$ cat src/rtl/mem_refill_arbiter_pkg.sv
// Shared types for the memory refill arbiter: burst owner and arbiter state,
// plus the grant decision used when both caches compete for the port.
package mem_refill_arbiter_pkg;

    typedef enum logic [1:0] {
        OWNER_NONE = 2'd0,
        OWNER_I    = 2'd1,
        OWNER_D    = 2'd2
    } arb_owner_t;

    typedef enum logic [1:0] {
        ARB_IDLE = 2'd0,
        ARB_CMD  = 2'd1,
        ARB_DATA = 2'd2,
        ARB_DONE = 2'd3
    } arb_state_t;

    // D wins ties unless the I-cache has waited through the full starvation window.
    function automatic logic d_wins(input logic i_req, input logic d_req, input logic starved);
        return d_req && !(i_req && starved);
    endfunction

endpackage

$ cat src/rtl/mem_beat_counter.sv
// Beat counter for one fixed-length burst: synchronous clear, increment,
// and a flag marking the final beat.
module mem_beat_counter #(
    parameter int BURST_LEN = 4
) (
    input  logic                         clk,
    input  logic                         rst_n,
    input  logic                         clear,
    input  logic                         inc,
    output logic [$clog2(BURST_LEN)-1:0] cnt,
    output logic                         last
);

    localparam int CW = $clog2(BURST_LEN);

    always_ff @(posedge clk or negedge rst_n) begin
        if (!rst_n) begin
            cnt <= '0;
        end else if (clear) begin
            cnt <= '0;
        end else if (inc) begin
            cnt <= cnt + 1'b1;
        end
    end

    assign last = (cnt == CW'(BURST_LEN - 1));

endmodule

$ cat src/rtl/mem_refill_arbiter.sv
// Arbitrates the external memory port between I-cache refills and D-cache
// refills/writebacks, one whole burst at a time, with D priority and I starvation relief.
module mem_refill_arbiter
    import mem_refill_arbiter_pkg::*;
#(
    parameter int ADDR_WIDTH   = 32,
    parameter int DATA_WIDTH   = 32,
    parameter int BURST_LEN    = 4,
    parameter int STARVE_LIMIT = 8
) (
    input  logic                  clk,
    input  logic                  rst_n,
    input  logic                  i_req,
    input  logic [ADDR_WIDTH-1:0] i_addr,
    output logic                  i_rvalid,
    output logic [DATA_WIDTH-1:0] i_rdata,
    output logic                  i_done,
    input  logic                  d_req,
    input  logic                  d_we,
    input  logic [ADDR_WIDTH-1:0] d_addr,
    input  logic [DATA_WIDTH-1:0] d_wdata,
    output logic                  d_wnext,
    output logic                  d_rvalid,
    output logic [DATA_WIDTH-1:0] d_rdata,
    output logic                  d_done,
    output logic                  mem_cmd_valid,
    input  logic                  mem_cmd_ready,
    output logic [ADDR_WIDTH-1:0] mem_cmd_addr,
    output logic                  mem_cmd_we,
    output logic                  mem_wvalid,
    input  logic                  mem_wready,
    output logic [DATA_WIDTH-1:0] mem_wdata,
    input  logic                  mem_rvalid,
    input  logic [DATA_WIDTH-1:0] mem_rdata,
    output logic                  arb_busy
);

    // Handshakes: mem_cmd and mem_w transfer on the cycle where valid and ready
    // are both high; valid and its payload stay stable until then. mem_rvalid
    // has no backpressure, so each read beat is forwarded in the cycle it arrives.

    localparam int BCW = $clog2(BURST_LEN);
    localparam int SCW = $clog2(STARVE_LIMIT + 1);

    arb_state_t            state, state_d;
    arb_owner_t            owner;
    logic [ADDR_WIDTH-1:0] addr_q;
    logic                  we_q;
    logic [SCW-1:0]        starve_cnt;
    logic                  starved;
    logic                  grant_i, grant_d;
    logic                  beat_clear, beat_inc, beat_last;
    logic [BCW-1:0]        beat_cnt;

    assign starved = (starve_cnt == SCW'(STARVE_LIMIT));

    mem_beat_counter #(
        .BURST_LEN(BURST_LEN)
    ) u_beat_counter (
        .clk  (clk),
        .rst_n(rst_n),
        .clear(beat_clear),
        .inc  (beat_inc),
        .cnt  (beat_cnt),
        .last (beat_last)
    );

    always_ff @(posedge clk or negedge rst_n) begin
        if (!rst_n) begin
            state      <= ARB_IDLE;
            owner      <= OWNER_NONE;
            addr_q     <= '0;
            we_q       <= 1'b0;
            starve_cnt <= '0;
        end else begin
            state <= state_d;
            if (grant_d || grant_i) begin
                owner  <= grant_d ? OWNER_D : OWNER_I;
                addr_q <= grant_d ? d_addr : i_addr;
                we_q   <= grant_d & d_we;
                // Only a D grant that leaves I waiting counts toward starvation.
                if (grant_d && i_req) begin
                    if (!starved) starve_cnt <= starve_cnt + 1'b1;
                end else begin
                    starve_cnt <= '0;
                end
            end else if (state == ARB_DONE) begin
                owner <= OWNER_NONE;
            end
        end
    end

    always_comb begin
        state_d       = state;
        grant_i       = 1'b0;
        grant_d       = 1'b0;
        beat_clear    = 1'b0;
        beat_inc      = 1'b0;
        i_rvalid      = 1'b0;
        i_done        = 1'b0;
        d_wnext       = 1'b0;
        d_rvalid      = 1'b0;
        d_done        = 1'b0;
        mem_cmd_valid = 1'b0;
        mem_wvalid    = 1'b0;
        unique case (state)
            ARB_IDLE: begin
                if (d_wins(i_req, d_req, starved)) begin
                    grant_d = 1'b1;
                    state_d = ARB_CMD;
                end else if (i_req) begin
                    grant_i = 1'b1;
                    state_d = ARB_CMD;
                end
            end
            ARB_CMD: begin
                mem_cmd_valid = 1'b1;
                if (mem_cmd_ready) begin
                    beat_clear = 1'b1;
                    state_d    = ARB_DATA;
                end
            end
            ARB_DATA: begin
                if (we_q) begin
                    mem_wvalid = 1'b1;
                    if (mem_wready) begin
                        d_wnext  = 1'b1;
                        beat_inc = 1'b1;
                        d_done   = beat_last;
                        if (beat_last) state_d = ARB_DONE;
                    end
                end else if (mem_rvalid) begin
                    i_rvalid = (owner == OWNER_I);
                    d_rvalid = (owner == OWNER_D);
                    beat_inc = 1'b1;
                    i_done   = beat_last && (owner == OWNER_I);
                    d_done   = beat_last && (owner == OWNER_D);
                    if (beat_last) state_d = ARB_DONE;
                end
            end
            ARB_DONE: state_d = ARB_IDLE;
            default:  state_d = ARB_IDLE;
        endcase
    end

    // Data paths are gated so every output reads zero outside its active window.
    assign i_rdata      = i_rvalid ? mem_rdata : '0;
    assign d_rdata      = d_rvalid ? mem_rdata : '0;
    assign mem_cmd_addr = mem_cmd_valid ? addr_q : '0;
    assign mem_cmd_we   = mem_cmd_valid & we_q;
    assign mem_wdata    = mem_wvalid ? d_wdata : '0;
    assign arb_busy     = (state != ARB_IDLE);

endmodule

$ cat config.mk
export PLATFORM = sky130hd
export DESIGN_NAME = mem_refill_arbiter
export DESIGN_NICKNAME = d
export VERILOG_FILES = /design/src/rtl/mem_refill_arbiter_pkg.sv /design/src/rtl/mem_beat_counter.sv /design/src/rtl/mem_refill_arbiter.sv
export SDC_FILE = /design/constraint.sdc
export NUM_CORES = 1
export LEC_CHECK = 0
export ABC_CLOCK_PERIOD_IN_PS = 1640
export BUFFER_PORTS_ARGS = -buffer_cell sky130_fd_sc_hd__buf_2
export CORE_AREA = 5 5 102 104
export DETAILED_ROUTE_END_ITERATION = 8
export DIE_AREA = 0 0 107 109
export HOLD_SLACK_MARGIN = 0.02
export PLACE_DENSITY = 0.72
export SYNTH_ARGS = -nofsm -noshare
export SYNTH_HDL_FRONTEND = slang
export SYNTH_SLANG_ARGS = --single-unit
$ cat constraint.sdc
create_clock -name clk -period 1.64 [get_ports clk]
set_input_delay 0.082 -clock clk [delete_from_list [all_inputs] [get_ports clk]]
set_output_delay 0.082 -clock clk [all_outputs]
set_load 0.1 [all_outputs]
---- Yosys cells after proc, flatten, opt, wreduce, memory -nomap -nowiden ----
Index checks and enable logic that the tools add are counted.
operators by class
  add/sub/neg operators ................... 2
  equality and inequality tests ........... 12
  muxes and demuxes ....................... 49
  bitwise logic cells ..................... 2
  reductions and logical operators ........ 13
operator list
  kind                 count
  $mux 32              5
  $mux 1               29
  $mux 2               12
  $ne 3x3->1 const B   3
  $eq 2x2->1 const B   4
  $mux 4               2
  $pmux 2 s4           1
  $reduce_bool 2->1    3
  $logic_and 1x1->1    5
  $add 4x1->4 const B  1
  $eq 2x1->1 const B   2
  $eq 4x4->1 const B   1
  $ne 2x2->1 const B   2
  $reduce_and 4->1     1
  $add 2x1->2 const B  1
  $and 1x1->1          2
  $logic_not 2->1      1
  $reduce_and 2->1     1
  $logic_not 1->1      1
  $logic_or 1x1->1     1
storage, ports and cells
  bits in registers ....................... 43
  input bits .............................. 136
  output and inout bits ................... 137
  word-level logic and storage cells ...... 84

---- Logic depth before layout (Yosys ltp) ----
Gate-level depths: netlist of the first run.
  word-level depth ........................ 9
  depth in mapped cells ................... 8
  mapped depth without buffers ............ 6

---- Cells and area by module ----
A second synthesis of the first run with hierarchy kept.
second synthesis, totals
  cell total of the unflattened synthesis .. 354
  area, all modules ....................... 3,010.4 µm²
modules (own cells, without submodules)
  module              times used  cells an instance  area each (µm²)
  mem_refill_arbiter  1           347                2,921.6
  mem_beat_counter    1           7                  88.8

---- Least setup slack after synthesis of the first run ----
Ideal clock, no wire load.
  path kind ............................... reg-to-output
  start ................................... register state[1]
  end ..................................... output port mem_cmd_addr[31]
  arrival time ............................ 2.415 ns
  required time ........................... 1.558 ns
  setup slack ............................. -0.857 ns
  stages on the path, launching flop included .. 5
  path through ............................ dfrtp_1 > inv_1 > ha_1 > clkbuf_1 > and2_1
between the ends
  cells in the longest elaborated chain, start to end .. 3
RTL lines
  element                 RTL line                   source
  from (decl)             mem_refill_arbiter.sv:45   arb_state_t state, state_d;
  from (signal assigned)  mem_refill_arbiter.sv:76   state <= state_d;
  $eq 2x1->1              mem_refill_arbiter.sv:106  unique case (state)
  $mux 1                  mem_refill_arbiter.sv:106
  net mem_cmd_valid       mem_refill_arbiter.sv:26   output logic mem_cmd_valid,
  $mux 32                 mem_refill_arbiter.sv:149  assign mem_cmd_addr = mem_cmd_valid ? addr_q : '0;
  to (decl)               mem_refill_arbiter.sv:28   output logic [ADDR_WIDTH-1:0] mem_cmd_addr,
The timed path passes the listed nets, and every way through them passes these cells.

---- Worst setup path in the final report of the first run ----
  start ................................... register state[0]
  end ..................................... register u_beat_counter.cnt[1]
between the ends
  cells in the longest elaborated chain, start to end .. 3
RTL lines
  element                                      RTL line                   source
  $eq 2x1->1 or $eq 2x2->1 (tied branches)     mem_refill_arbiter.sv:106
  $mux 1                                       mem_refill_arbiter.sv:106
  $mux 2 or $reduce_bool 2->1 (tied branches)  --
  to (signal assigned)                         mem_beat_counter.sv:22     cnt <= cnt + 1'b1;
  to (decl)                                    mem_beat_counter.sv:10     output logic [$clog2(BURST_LEN)-1:0] cnt,
Parallel ways exist; a longest one is shown, timed or not.
A chain may end at the register's enable or synchronous reset.

==> metrics, run 1 <==
run status=complete, but fails checks; violations in the final reports=negative setup slack; die extent in y=109 microns; pin count of the biggest net entering global routing=44; number of nets in the layout=863; Routed wire per std cell=29.9 microns; worst-case reg-to-reg path depth=9; WP data arrival=2.41 ns; Max Transition Viols Final=0; part of the Yosys area used for sequential elements=36.7%; post-route fraction of the period consumed by the critical path=137%; total DRC errors in the routed layout=0; Placer Congestion=0.817; Required @ worst endpoint=1.80 ns; most area-consuming cells after synthesis=dfrtp_1, and2_1, nand2_1, a22oi_1, and3_1; launching point of the worst reg2reg path=state[0]; wire length of the first global-routing pass=29900 microns; PD cells=1580 nW/um^2; distinct cell type count of the synthesized netlist=31; Clk pin slew, worst setup/hold paths=0.09 ns; minimum period implied by the final worst setup slack=2.25 ns; Buffers on Ports=272; Overflow after GRT=0; startpoint types=flip-flop; via count of the first global-routing pass=4864; TritonCTS buffer count=5; post-detailed-routing wire length=25100 microns; layout cell share with drive strength beyond 1=73.3%; number of violations reported at the end of detailed-routing iteration 0=442; complex-gate fraction of the synthesized area=12.9%; Syn-to-layout area delta=198%; H-Tree Level Count=2; Total Die Area=11700 sq um; number of storage elements in the synthesis netlist=43; area of the mapped netlist=2940 sq um; sinks on the clock net=43; hold path startpoint=i_addr[5]; worst-case vdd ir drop=1240 uV; Setup CP Type=flip-flop to flip-flop; horizontal extent of the die=107 microns; adder-cell share of the synthesized area=2.98%; endpoint class of the critical path=flip-flop; worst clock skew=0.00642 ns; remaining max-slew budget at the tightest pin=46.8%; source-to-sink clock delay at the later pin of the worst-skew pair=0.30 ns; number of placement rows=36; detailed-routing iteration count for the pre-antenna-repair pass=5; global routing usage summed across all routing layers=34.3%; average vias per placed instance=5.66; post-detailed-placement cell area=6800 sq um; setup violation total in the final timing report=177; final standard cell count with taps included and fillers excluded=842; Antenna Nets Post-Route=0; starting utilization of the core area=31.0%; count of final hold-check violations=0; number of max-capacitance violations reported=0; Final Worst Setup Slack=-0.605 ns; fraction of synthesized area in multiplexers=0.853%; total I/O pin count=273; library cell with the largest summed area after synthesis=dfrtp_1; TritonCTS clock tree=yes; internal reg-to-reg setup slack=-0.61 ns; Pwr Total=13.8 mW; warning count from the yosys run=0; static leakage=4.06 nW; area share of and/or/nand/nor cells after synthesis=40.2%; reg-to-reg endpoint=u_beat_counter.cnt[1]; placed cell count=726; post-synthesis area per instance=8.32 sq um; capture endpoint of the worst hold path=addr_q[5]; overall via count from detail_route=4763; largest family of logic cells by synthesized area=simple AND/OR/NAND/NOR gates; xor/xnor share of the synthesized area=0.597%; Worst-Margin Slew=0.790 ns; number of antenna violations at the first check in global routing=7; root buffer cell=clkbuf_8; Post-Place Worst Slack=-0.105 ns; hold slack final=0.0220 ns; floorplan core area=9460 sq um; Synthesized Nets=496; Clock Path Buffers=2; Gate Count Post-Synth=353; type of the most critical hold path=input pin to flip-flop; critical path peak fanout=5; Highest Clock Rate=0.445 GHz; Hold Path Stages=3; Post-Layout Inst Area=8750 sq um; proportion of netlist area held by the largest area contributor=36.7%; setup repair after global routing missed its margin=yes; HPWL after detailed placement=11800 microns
[report_power, final]
| group | total [mW] | internal [mW] | switching (mW) |
|---|---|---|---|
| Clock | 0.843 | 0.446 | 0.397 |
| Combinational | 11.0 | 4.63 | 6.39 |
| Sequential | 1.95 | 1.54 | 0.405 |
[logic make-up after synthesis]
logic type                 count (synthesis)
xor gates and xnor gates                   2
muxes                                      2
adders and majority gates                  7
and+or+nand+nor                          212
DFF                                       43
buffers and inverters                     36
AOI/OAI and AO/OA                         51
[how the worst max path moves through the flow]
stage | depth (start not counted) | end | startpoint
finish | 9 | u_beat_counter.cnt[1] | state[0]
global route | 9 | u_beat_counter.cnt[1] | state[0]
CTS | 8 | i_rdata[2] | state[0]
detailed placement | 6 | i_rdata[0] | state[1]
global placement | 7 | i_rdata[1] | state[0]
floorplan | 7 | addr_q[21] | state[1]
[registers in the layout, summed over array words and instances (netlist names)]
signal              cells
owner                   2
addr_q                 32
u_beat_counter.cnt      2
state                   2
we_q                    1
starve_cnt              4
[cells in the final DEF, fill, tap and decap left out, types with 2 or more instances in the layout]
cell type      netlist  routed
and2_4               0      98
nor3b_4              0       2
buf_16               0      10
a22o_1               2       2
buf_4                0      16
inv_1                8       5
diode_2              0       8
nand2_1             68      67
a22oi_2              0      32
o21ai_0              6       4
ha_1                 7       4
and3_4               0      33
xor2_1               2       2
buf_12               0     152
buf_8                0       2
clkinvlp_4           0       2
a21o_1               3       3
dlygate4sd3_1        0      51
clkbuf_16            0       7
dfrtp_1             43      42
a21oi_1              3       2
ha_4                 0       3
buf_2                9     135
buf_6                3      15
clkbuf_8             0       5
[routing by layer]
| metal | track usage, % | vias to the layer above | wire, microns |
|---|---|---|---|
| met3 | 9.41 | 119 | 2500 |
| li1 | - | 1919 | - |
| met4 | 18.0 | 4 | 1700 |
| met1 | 34.7 | 2310 | 8400 |
| met2 | 64.1 | 411 | 12500 |
| met5 | 0 | - | 26 |
[critical path: stages (launching register included)]
cell and delay [ns]:
dfrtp_1 0.44, inv_2 0.09, ha_4 0.19, buf_4 0.14, buf_6 0.13, buf_12 0.14
clkbuf_16 0.15, o21ai_0 0.30, mux2i_1 0.41, a21oi_1 0.12
[cell type report]
class	count	area, sq um
Multi-Input combinational cell	274	2360
Fill cell	292	713
Sequential cell	43	1080
Clock buffer	5	68.8
Tap cell	114	143
Antenna cell	8	20.0
Timing Repair Buffer	388	5000
Clock inverter	2	37.5
Inverter	8	38.8
[timing repair]
item / in CTS / in global routing
pin swaps: 56 / 69
cloned: 14 / 7
resized for setup: 119 / 51
hold buffers: 49 / 2
endpoints found under the hold margin: 74 / 2
setup endpoints to repair: 143 / 180
setup buffers: 23 / 14
[synth_stat cells]
cell,n
clkbuf_1,14
and3_1,33
dfrtp_1,43
nor3b_1,1
and2_1,100
buf_2,9
a21o_1,3
o21a_1,1
ha_1,7
nand3b_4,1
xor2_1,2
nand3_1,1
clkbuf_2,2
inv_1,8
mux2_4,1
o21ai_0,6
nor3b_2,2
nand4_1,1
a21oi_1,3
buf_6,3
nand2_1,68
nor2_1,1
nor3_1,1
mux2i_1,1
a211oi_4,1
a22oi_1,32
a211o_1,1
o211a_1,1
o21bai_1,1
a22o_1,2
nor2b_1,3
[per-stage QoR]
step	TNS (ns)	utilization (%)
5_1_grt	-62.61	92.4
2_1_floorplan	-18.64	-
3_5_place_dp	-5.12	71.9
4_1_cts	-32.79	88.0
3_3_place_gp	-0.641	71.9
6_report	-58.94	92.5
Power figures use the tool's default switching activity.
==> run 2, diff against run 1 <==
--- a/config.mk
+++ b/config.mk
@@ -11,6 +11,7 @@
 export DETAILED_ROUTE_END_ITERATION = 8
 export DIE_AREA = 0 0 107 109
 export HOLD_SLACK_MARGIN = 0.02
+export MAX_ROUTING_LAYER = met4
 export PLACE_DENSITY = 0.72
 export SYNTH_ARGS = -nofsm -noshare
 export SYNTH_HDL_FRONTEND = slang
==> run 2 against run 1 <==
The flow still finishes with violations (negative setup slack). Non-clock buffer count is 1 lower. Sequential cell count stayed put. Register-to-register slack better by 0.26 ns. Sequential share of layout area hardly changed. First-iteration DRC count is 20% lower. Total power is 1.4% lower. Largest cell class unchanged.
==> metrics, run 2 (synthesized netlist as in run 1, its figures left out) <==
remaining max-slew budget at the tightest pin=60.6% (+14 points); total DRC errors in the routed layout=0 (unchanged); startpoint types=flip-flop; violations in the final reports=negative setup slack; internal reg-to-reg setup slack=-0.35 ns (+0.26 ns); most common library cell in the layout ignoring fill and taps=buf_12; Final Worst Setup Slack=-0.424 ns (+0.181 ns); PD cells=1560 nW/um^2 (-1.1%); total I/O pin count=273 (unchanged); largest registers=addr_q x32, starve_cnt x4; TritonCTS clock tree=yes; layout cell share with drive strength beyond 1=73.7% (+0.38 points); most flop-heavy register=addr_q; capture endpoint of the worst hold path=addr_q[29]; Max Transition Viols Final=0 (unchanged); floorplan core area=9460 sq um (unchanged); CP max-delay cell=dfrtp_1; post-detailed-routing wire length=24700 microns (-1.8%); number of placement rows=36 (unchanged); Final TNS setup=-48.83 ns (+10.10 ns); TritonCTS buffer count=5 (unchanged); Overflow after GRT=0 (unchanged); number of violations reported at the end of detailed-routing iteration 0=352 (-20%); worst-case reg-to-reg path depth=7 (-2); worst-case vdd ir drop=1420 uV (+14%); commonest non-fill, non-tap cells in the layout=buf_12, buf_2, and2_4, nand2_1, dlygate4sd3_1; setup repair after global routing missed its margin=yes; reg-to-reg endpoint=state[1]; root buffer cell=clkbuf_8; pin count of the biggest net entering global routing=44 (unchanged); minimum period implied by the final worst setup slack=2.06 ns (-0.181 ns); Syn-to-layout area delta=197%; number of antenna violations at the first check in global routing=4 (-3); via count of the first global-routing pass=4897 (+0.68%); Antenna Nets Post-Route=0 (unchanged); endpoint class of the critical path=primary output; run status=complete, but fails checks; Setup CP Type=flip-flop to primary output; Hold Path Stages=3 (unchanged); source-to-sink clock delay at the later pin of the worst-skew pair=0.30 ns (about the same); average vias per placed instance=5.65 (about the same); number of nets in the layout=862 (-0.12%); Post-Place Worst Slack=-0.105 ns (unchanged); Placer Congestion=0.829 (+1.5%); Required @ worst endpoint=1.56 ns (-0.24 ns); hold path startpoint=d_addr[29]; count of final hold-check violations=0 (unchanged); type of the most critical hold path=input pin to flip-flop; critical path peak fanout=9 (+4); overall via count from detail_route=4753 (-0.21%); Highest Clock Rate=0.484 GHz (+8.8%); setup violation total in the final timing report=180 (+1.7%); HPWL after detailed placement=11800 microns (unchanged); wire length of the first global-routing pass=29700 microns (-0.62%); Clk pin slew, worst setup/hold paths=0.08 ns (about the same); worst clock skew=0.00790 ns (+0.00148 ns); stage delay of the slowest cell on the critical path=0.43 ns (about the same); Routed wire per std cell=29.3 microns (-1.7%); launching point of the worst reg2reg path=state[0]; starting utilization of the core area=31.0% (unchanged); Pwr Total=13.6 mW (-1.4%); Clock Path Buffers=2 (unchanged); detailed-routing iteration count for the pre-antenna-repair pass=7 (+2); Total Die Area=11700 sq um (unchanged); Buffers on Ports=272 (unchanged); die extent in y=109 microns (unchanged); critical path cell sequence=inv_2, ha_4, nand2_4, nor3b_4, buf_6, buf_8, and2_4, buf_12; Worst-Margin Slew=0.592 ns (-0.199 ns); post-route fraction of the period consumed by the critical path=126% (-11 points); H-Tree Level Count=2 (unchanged); sinks on the clock net=43 (unchanged); flip-flop count of the largest register after layout=32 (unchanged); post-route core utilization=92.1% (-0.33 points); horizontal extent of the die=107 microns (unchanged); static leakage=4.04 nW (-0.39%); global routing usage summed across all routing layers=35.1% (+0.85 points); number of max-capacitance violations reported=0 (unchanged); launching instance or port of the critical path=state[0]; hold slack final=0.0165 ns (-0.00550 ns); WP data arrival=1.98 ns (-0.43 ns)
-- run 2: cell types whose count changed in the layout (fill, tap and decap cells not counted), moves of 2 or more --
cell / previous run / this run
o21ai_2: 0 / 2
buf_12: 152 / 150
clkbuf_16: 7 / 4
o21ai_0: 4 / 2
buf_6: 15 / 19
-- run 2: how the worst max path moves through the flow --
stage	endpoint	slack, ns	cells past startpoint
2_1_floorplan	addr_q[21]	-0.27	7
3_3_place_gp	i_rdata[1]	-0.03	7
3_5_place_dp	i_rdata[0]	-0.11	6
4_1_cts	i_rdata[2]	-0.29	8
5_1_grt	i_rdata[2]	-0.46	8
6_report	i_rdata[2]	-0.42	8
-- run 2: cell type report --
type | instances | area [sq um]
multi-input cells | 274 | 2380
repair buffers | 387 | 4950
clock buffers | 5 | 68.8
diodes | 8 | 20.0
flip-flops and latches | 43 | 1080
fillers | 296 | 744
inverters | 8 | 38.8
clock inverters | 2 | 37.5
well taps | 114 | 143
-- run 2: report_power, final --
group | internal (mW) | leakage [nW] | switching [mW]
logic | 4.54 | 3.46 | 6.32
clock network | 0.446 | 0.0503 | 0.394
registers | 1.54 | 0.538 | 0.365
total | 6.53 | 4.04 | 7.08
-- run 2: routing by layer --
metal  global-route usage, %  part of all wire [%]
met1                    35.2                    32
met5                       -                     0
met3                    7.93                   8.8
met4                    18.4                   8.0
met2                    63.9                    51
-- run 2: critical path, delay by kind of cell (launching register included) --
family | cells | cell delay [ns]
and+or+nand+nor | 3 | 0.48
DFF | 1 | 0.43
buffers and inverters | 4 | 0.59
adders and majority gates | 1 | 0.17
-- run 2: timing repair --
action,4_1_cts,5_1_grt
endpoints found under the hold margin,74,2
cloned,14,4
resized for setup,119,59
hold buffers,49,2
endpoints found under the setup margin,143,180
buffers inserted,23,15
pin swaps,56,64
-- run 2: metrics by stage --
stage	area, sq um	std cells
finish	8710	841
global route	8710	840
CTS	8320	819
detailed placement	6800	726
global placement	6800	726
floorplan	3260	353
==> run 3, diff against run 2 <==
--- a/config.mk
+++ b/config.mk
@@ -5,14 +5,15 @@
 export SDC_FILE = /design/constraint.sdc
 export NUM_CORES = 1
 export LEC_CHECK = 0
+export ABC_AREA = 1
 export ABC_CLOCK_PERIOD_IN_PS = 1640
 export BUFFER_PORTS_ARGS = -buffer_cell sky130_fd_sc_hd__buf_2
-export CORE_AREA = 5 5 102 104
+export CORE_MARGIN = 5
+export CORE_UTILIZATION = 35
 export DETAILED_ROUTE_END_ITERATION = 8
-export DIE_AREA = 0 0 107 109
 export HOLD_SLACK_MARGIN = 0.02
 export MAX_ROUTING_LAYER = met4
-export PLACE_DENSITY = 0.72
+export PLACE_DENSITY = 0.76
 export SYNTH_ARGS = -nofsm -noshare
 export SYNTH_HDL_FRONTEND = slang
 export SYNTH_SLANG_ARGS = --single-unit
==> run 3 against run 2 <==
The flow now stops in 5_1_grt. Synthesized cell count rose by 47%. Area after synthesis is 9.2% higher.
==> metrics, run 3 <==
warning count from the yosys run=0 (unchanged); top cells by count, synth=inv_1, nor2_1, nand2_1, nand3_1, dfrtp_1; category of the worst endpoint=output port; run status=aborted with a tool error; number of placement rows=35 (-2.8%); post-synthesis area per instance=6.17 sq um (-26%); root buffer cell=clkbuf_8; Gate Count Post-Synth=520 (+47%); distinct cell type count of the synthesized netlist=24 (-23%); TritonCTS buffer count=5 (unchanged); part of the Yosys area used for sequential elements=33.6% (-3.1 points); die extent in y=106 microns (-3.0%); Overflow after GRT=2; run-stopping error=[ERROR GRT-0232] Routing congestion too high. Check the congestion heatmap in the GUI.; Synthesized Nets=663 (+34%); sinks on the clock net=43 (unchanged); total I/O pin count=273 (unchanged); Buffers on Ports=272 (unchanged); number of antenna violations at the first check in global routing=9; most area-consuming cells after synthesis=dfrtp_1, inv_1, nor2_1, nand3_1, nand2_1; number of enable-type register cells in the synthesized netlist=0 (unchanged); area of the mapped netlist=3210 sq um (+9.2%); starting utilization of the core area=35.4% (+4.3 points); GRT repair_timing worst endpoint=i_rdata[9]; HPWL after detailed placement=14100 microns (+19%); stage at which the run stopped=5_1_grt; global routing usage summed across all routing layers=63.8%; number of storage elements in the synthesis netlist=43 (unchanged); Placer Congestion=0.888 (+7.2%); horizontal extent of the die=106 microns (-1.2%); library cell with the largest summed area after synthesis=dfrtp_1; H-Tree Level Count=2 (unchanged); most instantiated flip-flop cell in the synthesis netlist=dfrtp_1; fraction of registers with async set/reset=100% (unchanged); most numerous cell in the Yosys netlist=inv_1; pin count of the biggest net entering global routing=30; Clock Path Buffers=2 (unchanged); Post-Place Worst Slack=0.0331 ns (+0.138 ns); proportion of netlist area held by the largest area contributor=33.6% (-3.1 points)
-- run 3: cell types whose count changed after synthesis, sizes merged, moves of 3 or more --
cell and change:
nand3 +73, a21o -3, a22oi -32, and2 -100, buf +14, and3 -33, clkbuf -7, nand4 +34
nor2b -3, nor3b -3, inv +108, nor2 +104, nand2 +21
-- run 3: through the flow --
step                      utilization (%)  area [sq um]  cells  setup TNS (ns)
after floorplan                         -          4170    520          -18.99
after CTS                            93.2          8450    933          -17.22
after detailed placement             85.7          7770    891               0
after global placement               85.7          7770    891               0
-- run 3: cell families after synthesis --
family                     after synthesis  synth area share, %
AOI/OAI and AO/OA                       12                 2.18
DFF                                     43                 33.6
xor gates and xnor gates                 1                0.273
buffers and inverters                  151                 19.0
and+or+nand+nor                        306                 42.3
adders and majority gates                7                 2.73
-- run 3: per-layer routing --
layer,track usage (%),GRT overflow
met5,-,-
met4,69.5,2
met3,35.7,0
met2,88.9,0
met1,57.8,0
-- run 3: what timing repair did --
action / in CTS
hold buffers: 15
endpoints found under the setup margin: 137
gates cloned: 6
resized for setup: 25
setup buffers: 14
pin swaps: 9
endpoints found under the hold margin: 42
==> run 4, diff against run 3 <==
--- a/config.mk
+++ b/config.mk
@@ -6,14 +6,12 @@
 export NUM_CORES = 1
 export LEC_CHECK = 0
 export ABC_AREA = 1
-export ABC_CLOCK_PERIOD_IN_PS = 1640
+export ABC_CLOCK_PERIOD_IN_PS = 2150
 export BUFFER_PORTS_ARGS = -buffer_cell sky130_fd_sc_hd__buf_2
-export CORE_MARGIN = 5
-export CORE_UTILIZATION = 35
+export CORE_AREA = 5 5 103 105
 export DETAILED_ROUTE_END_ITERATION = 8
-export HOLD_SLACK_MARGIN = 0.02
-export MAX_ROUTING_LAYER = met4
-export PLACE_DENSITY = 0.76
+export DIE_AREA = 0 0 108 110
+export PLACE_DENSITY_LB_ADDON = 0.15
 export SYNTH_ARGS = -nofsm -noshare
 export SYNTH_HDL_FRONTEND = slang
 export SYNTH_SLANG_ARGS = --single-unit
==> constraint.sdc (replaced) <==
create_clock -name clk -period 2.15 [get_ports clk]
set_input_delay 0.1075 -clock clk [delete_from_list [all_inputs] [get_ports clk]]
set_output_delay 0.1075 -clock clk [all_outputs]
set_load 0.1 [all_outputs]
==> run 4 against run 3 <==
The run now ends clean. Synthesized cell count is the same. Area after synthesis is the same.
==> metrics, run 4 <==
logic depth of the worst path, buffers included=6; net switching power=4.67 mW; relative contribution of combinational cells to total power=75.0%; total I/O pin count=273 (unchanged); starting utilization of the core area=33.6% (-1.8 points); most common library cell in the layout ignoring fill and taps=buf_2; number of nets in the layout=919; PD cells=1160 nW/um^2; Setup CP Type=flip-flop to primary output; die extent in y=110 microns (+4.0%); horizontal extent of the die=108 microns (+2.2%); via count of the first global-routing pass=4220; number of max-capacitance violations reported=0; global routing usage summed across all routing layers=23.6%; Hold Path Stages=3; average vias per placed instance=4.68; stage delay of the slowest cell on the critical path=0.43 ns; minimum period implied by the final worst setup slack=1.97 ns; overall via count from detail_route=4277; warning count from the yosys run=0 (unchanged); Max Transition Viols Final=0; static leakage=3.46 nW; number of antenna violations at the first check in global routing=3; type of the most critical hold path=input pin to flip-flop; internal power component=3.46 mW; Clk pin slew, worst setup/hold paths=0.09 ns; Seq pwr share=17.2%; GRT met3 Usage=5.36%; distinct cell type count of the synthesized netlist=24 (unchanged); Syn-to-layout area delta=119%; endpoint class of the critical path=primary output; hold slack final=0.0366 ns; number of placement rows=36 (+2.9%); layout cell share with drive strength beyond 1=46.1%; post-detailed-routing wire length=14400 microns; most flop-heavy register=addr_q; setup repair after global routing missed its margin=no; flip-flop count of the largest register after layout=32; worst-case vdd ir drop=757 uV; Antenna Nets Post-Route=0; count of final hold-check violations=0; library cell with the largest summed area after synthesis=dfrtp_1; gr busiest metal=met2; number of violations reported at the end of detailed-routing iteration 0=225; post-route core utilization=73.4%; met2 global-route usage=42.5%; TritonCTS clock tree=yes; source-to-sink clock delay at the later pin of the worst-skew pair=0.30 ns; floorplan core area=9550 sq um; most instantiated flip-flop cell in the synthesis netlist=dfrtp_1; Required @ worst endpoint=2.04 ns; pin count of the biggest net entering global routing=44; number of buffers and inverters on the critical path=4; fraction of registers with async set/reset=100% (unchanged); setup violation total in the final timing report=0; TritonCTS buffer count=5 (unchanged); post-route fraction of the period consumed by the critical path=91.4%; number of enable-type register cells in the synthesized netlist=0 (unchanged); H-Tree Level Count=2 (unchanged); Overflow after GRT=0; internal reg-to-reg setup slack=0.44 ns; remaining max-slew budget at the tightest pin=36.0%; detailed-routing iteration count for the pre-antenna-repair pass=4; cell seen most often among critical-path stages=inv_1; largest registers=addr_q x32, starve_cnt x4; Buffers on Ports=272 (unchanged); worst clock skew=0.0111 ns; met1 track demand over resource=28.2%; final standard cell count with taps included and fillers excluded=913; sinks on the clock net=43 (unchanged); Gate Count Post-Synth=520 (unchanged); most numerous cell in the Yosys netlist=inv_1; Routed wire per std cell=15.8 microns; wire length of the first global-routing pass=22200 microns; Highest Clock Rate=0.509 GHz; total DRC errors in the routed layout=0; top cells by count, synth=inv_1, nor2_1, nand2_1, nand3_1, dfrtp_1; worst-case reg-to-reg path depth=6; WP data arrival=1.86 ns; Worst-Margin Slew=0.959 ns; most area-consuming cells after synthesis=dfrtp_1, inv_1, nor2_1, nand3_1, nand2_1; commonest non-fill, non-tap cells in the layout=buf_2, buf_12, nand2_1, inv_1, nor2_1; Total Die Area=11900 sq um; Placer Congestion=0.871 (-2.0%); area of the mapped netlist=3210 sq um (unchanged); Synthesized Nets=663 (unchanged); number of storage elements in the synthesis netlist=43 (unchanged); root buffer cell=clkbuf_8; startpoint types=flip-flop; critical path cell sequence=inv_1, ha_2, buf_4, nand2_1, inv_1, buf_2; Clock Path Buffers=2 (unchanged); proportion of netlist area held by the largest area contributor=33.6% (unchanged); run status=completed; proportion of power drawn by the clock network=7.8%; critical path peak fanout=19; post-synthesis area per instance=6.17 sq um (unchanged); HPWL after detailed placement=11900 microns (-15%); switching share of power=57.4%; placed cell count=901 (+1.1%); FILL cells=725; delay-heaviest family, CP=buffers and inverters; CP max-delay cell=dfrtp_1; part of the Yosys area used for sequential elements=33.6% (unchanged)
[run 4: through the flow]
step	power, mW	cell area, sq um	setup TNS (ns)	worst slack, ns
after global routing	8.56	7010	0	0.0306
after CTS	8.16	6980	0	0.0492
after global placement	7.41	6860	0	0.343
after floorplan	5.45	3400	-24.67	-0.360
final	8.13	7010	0	0.184
after detailed placement	7.50	6860	0	0.303
[run 4: worst paths after layout]
kind | startpoint | to
hold reg to reg | addr_q[4] | addr_q[4]
setup reg to reg | state[1] | starve_cnt[0]
hold / removal | i_addr[22] | addr_q[22]
min in group asynchronous | rst_n | addr_q[17]
max in group asynchronous | rst_n | u_beat_counter.cnt[1]
setup / recovery | state[1] | mem_cmd_we
[run 4: power groups by stage]
stage,clock network (mW),registers [mW],logic [mW]
detailed placement,0,1.41,6.09
floorplan,0,1.35,4.10
CTS,0.647,1.40,6.11
global route,0.679,1.46,6.43
finish,0.635,1.40,6.10
global placement,0,1.39,6.02
[run 4: tightest hold or removal path, delay by kind of cell]
kind                   cells  cell delay (ns)
buffers and inverters      1             0.08
and+or+nand+nor            2             0.12
[run 4: timing repair]
| action | CTS | global route |
|---|---|---|
| hold buffers | 1 | 0 |
| resized for setup | 1 | 3 |
| buffers inserted | 0 | 0 |
| endpoints found under the setup margin | 17 | 18 |
| hold endpoints to repair | 43 | 0 |
[run 4: cells by family after synthesis]
group | synth area share (%)
buffers and inverters | 19.0
AND/OR/NAND/NOR | 42.3
flip-flops | 33.6
AO/OA/AOI/OAI | 2.18
adder cells (fa/ha/maj) | 2.73
XOR/XNOR | 0.273
[run 4: layout make-up]
cell class	count	area (sq um)	share of cell area (%)
sequential	43	1080	15.4
antenna	3	7.51	0.107
inverter	116	548	7.82
multi-input combinational	326	1620	23.1
clock inverter	3	43.8	0.625
timing repair buffer	284	3480	49.6
tap	133	166	2.37
clock buffer	5	68.8	0.982
[run 4: layer usage]
layer	vias up	wire length [microns]
met5	-	11
met4	2	285
met3	20	1180
met2	208	7260
met1	1954	5690
li1	2093	-
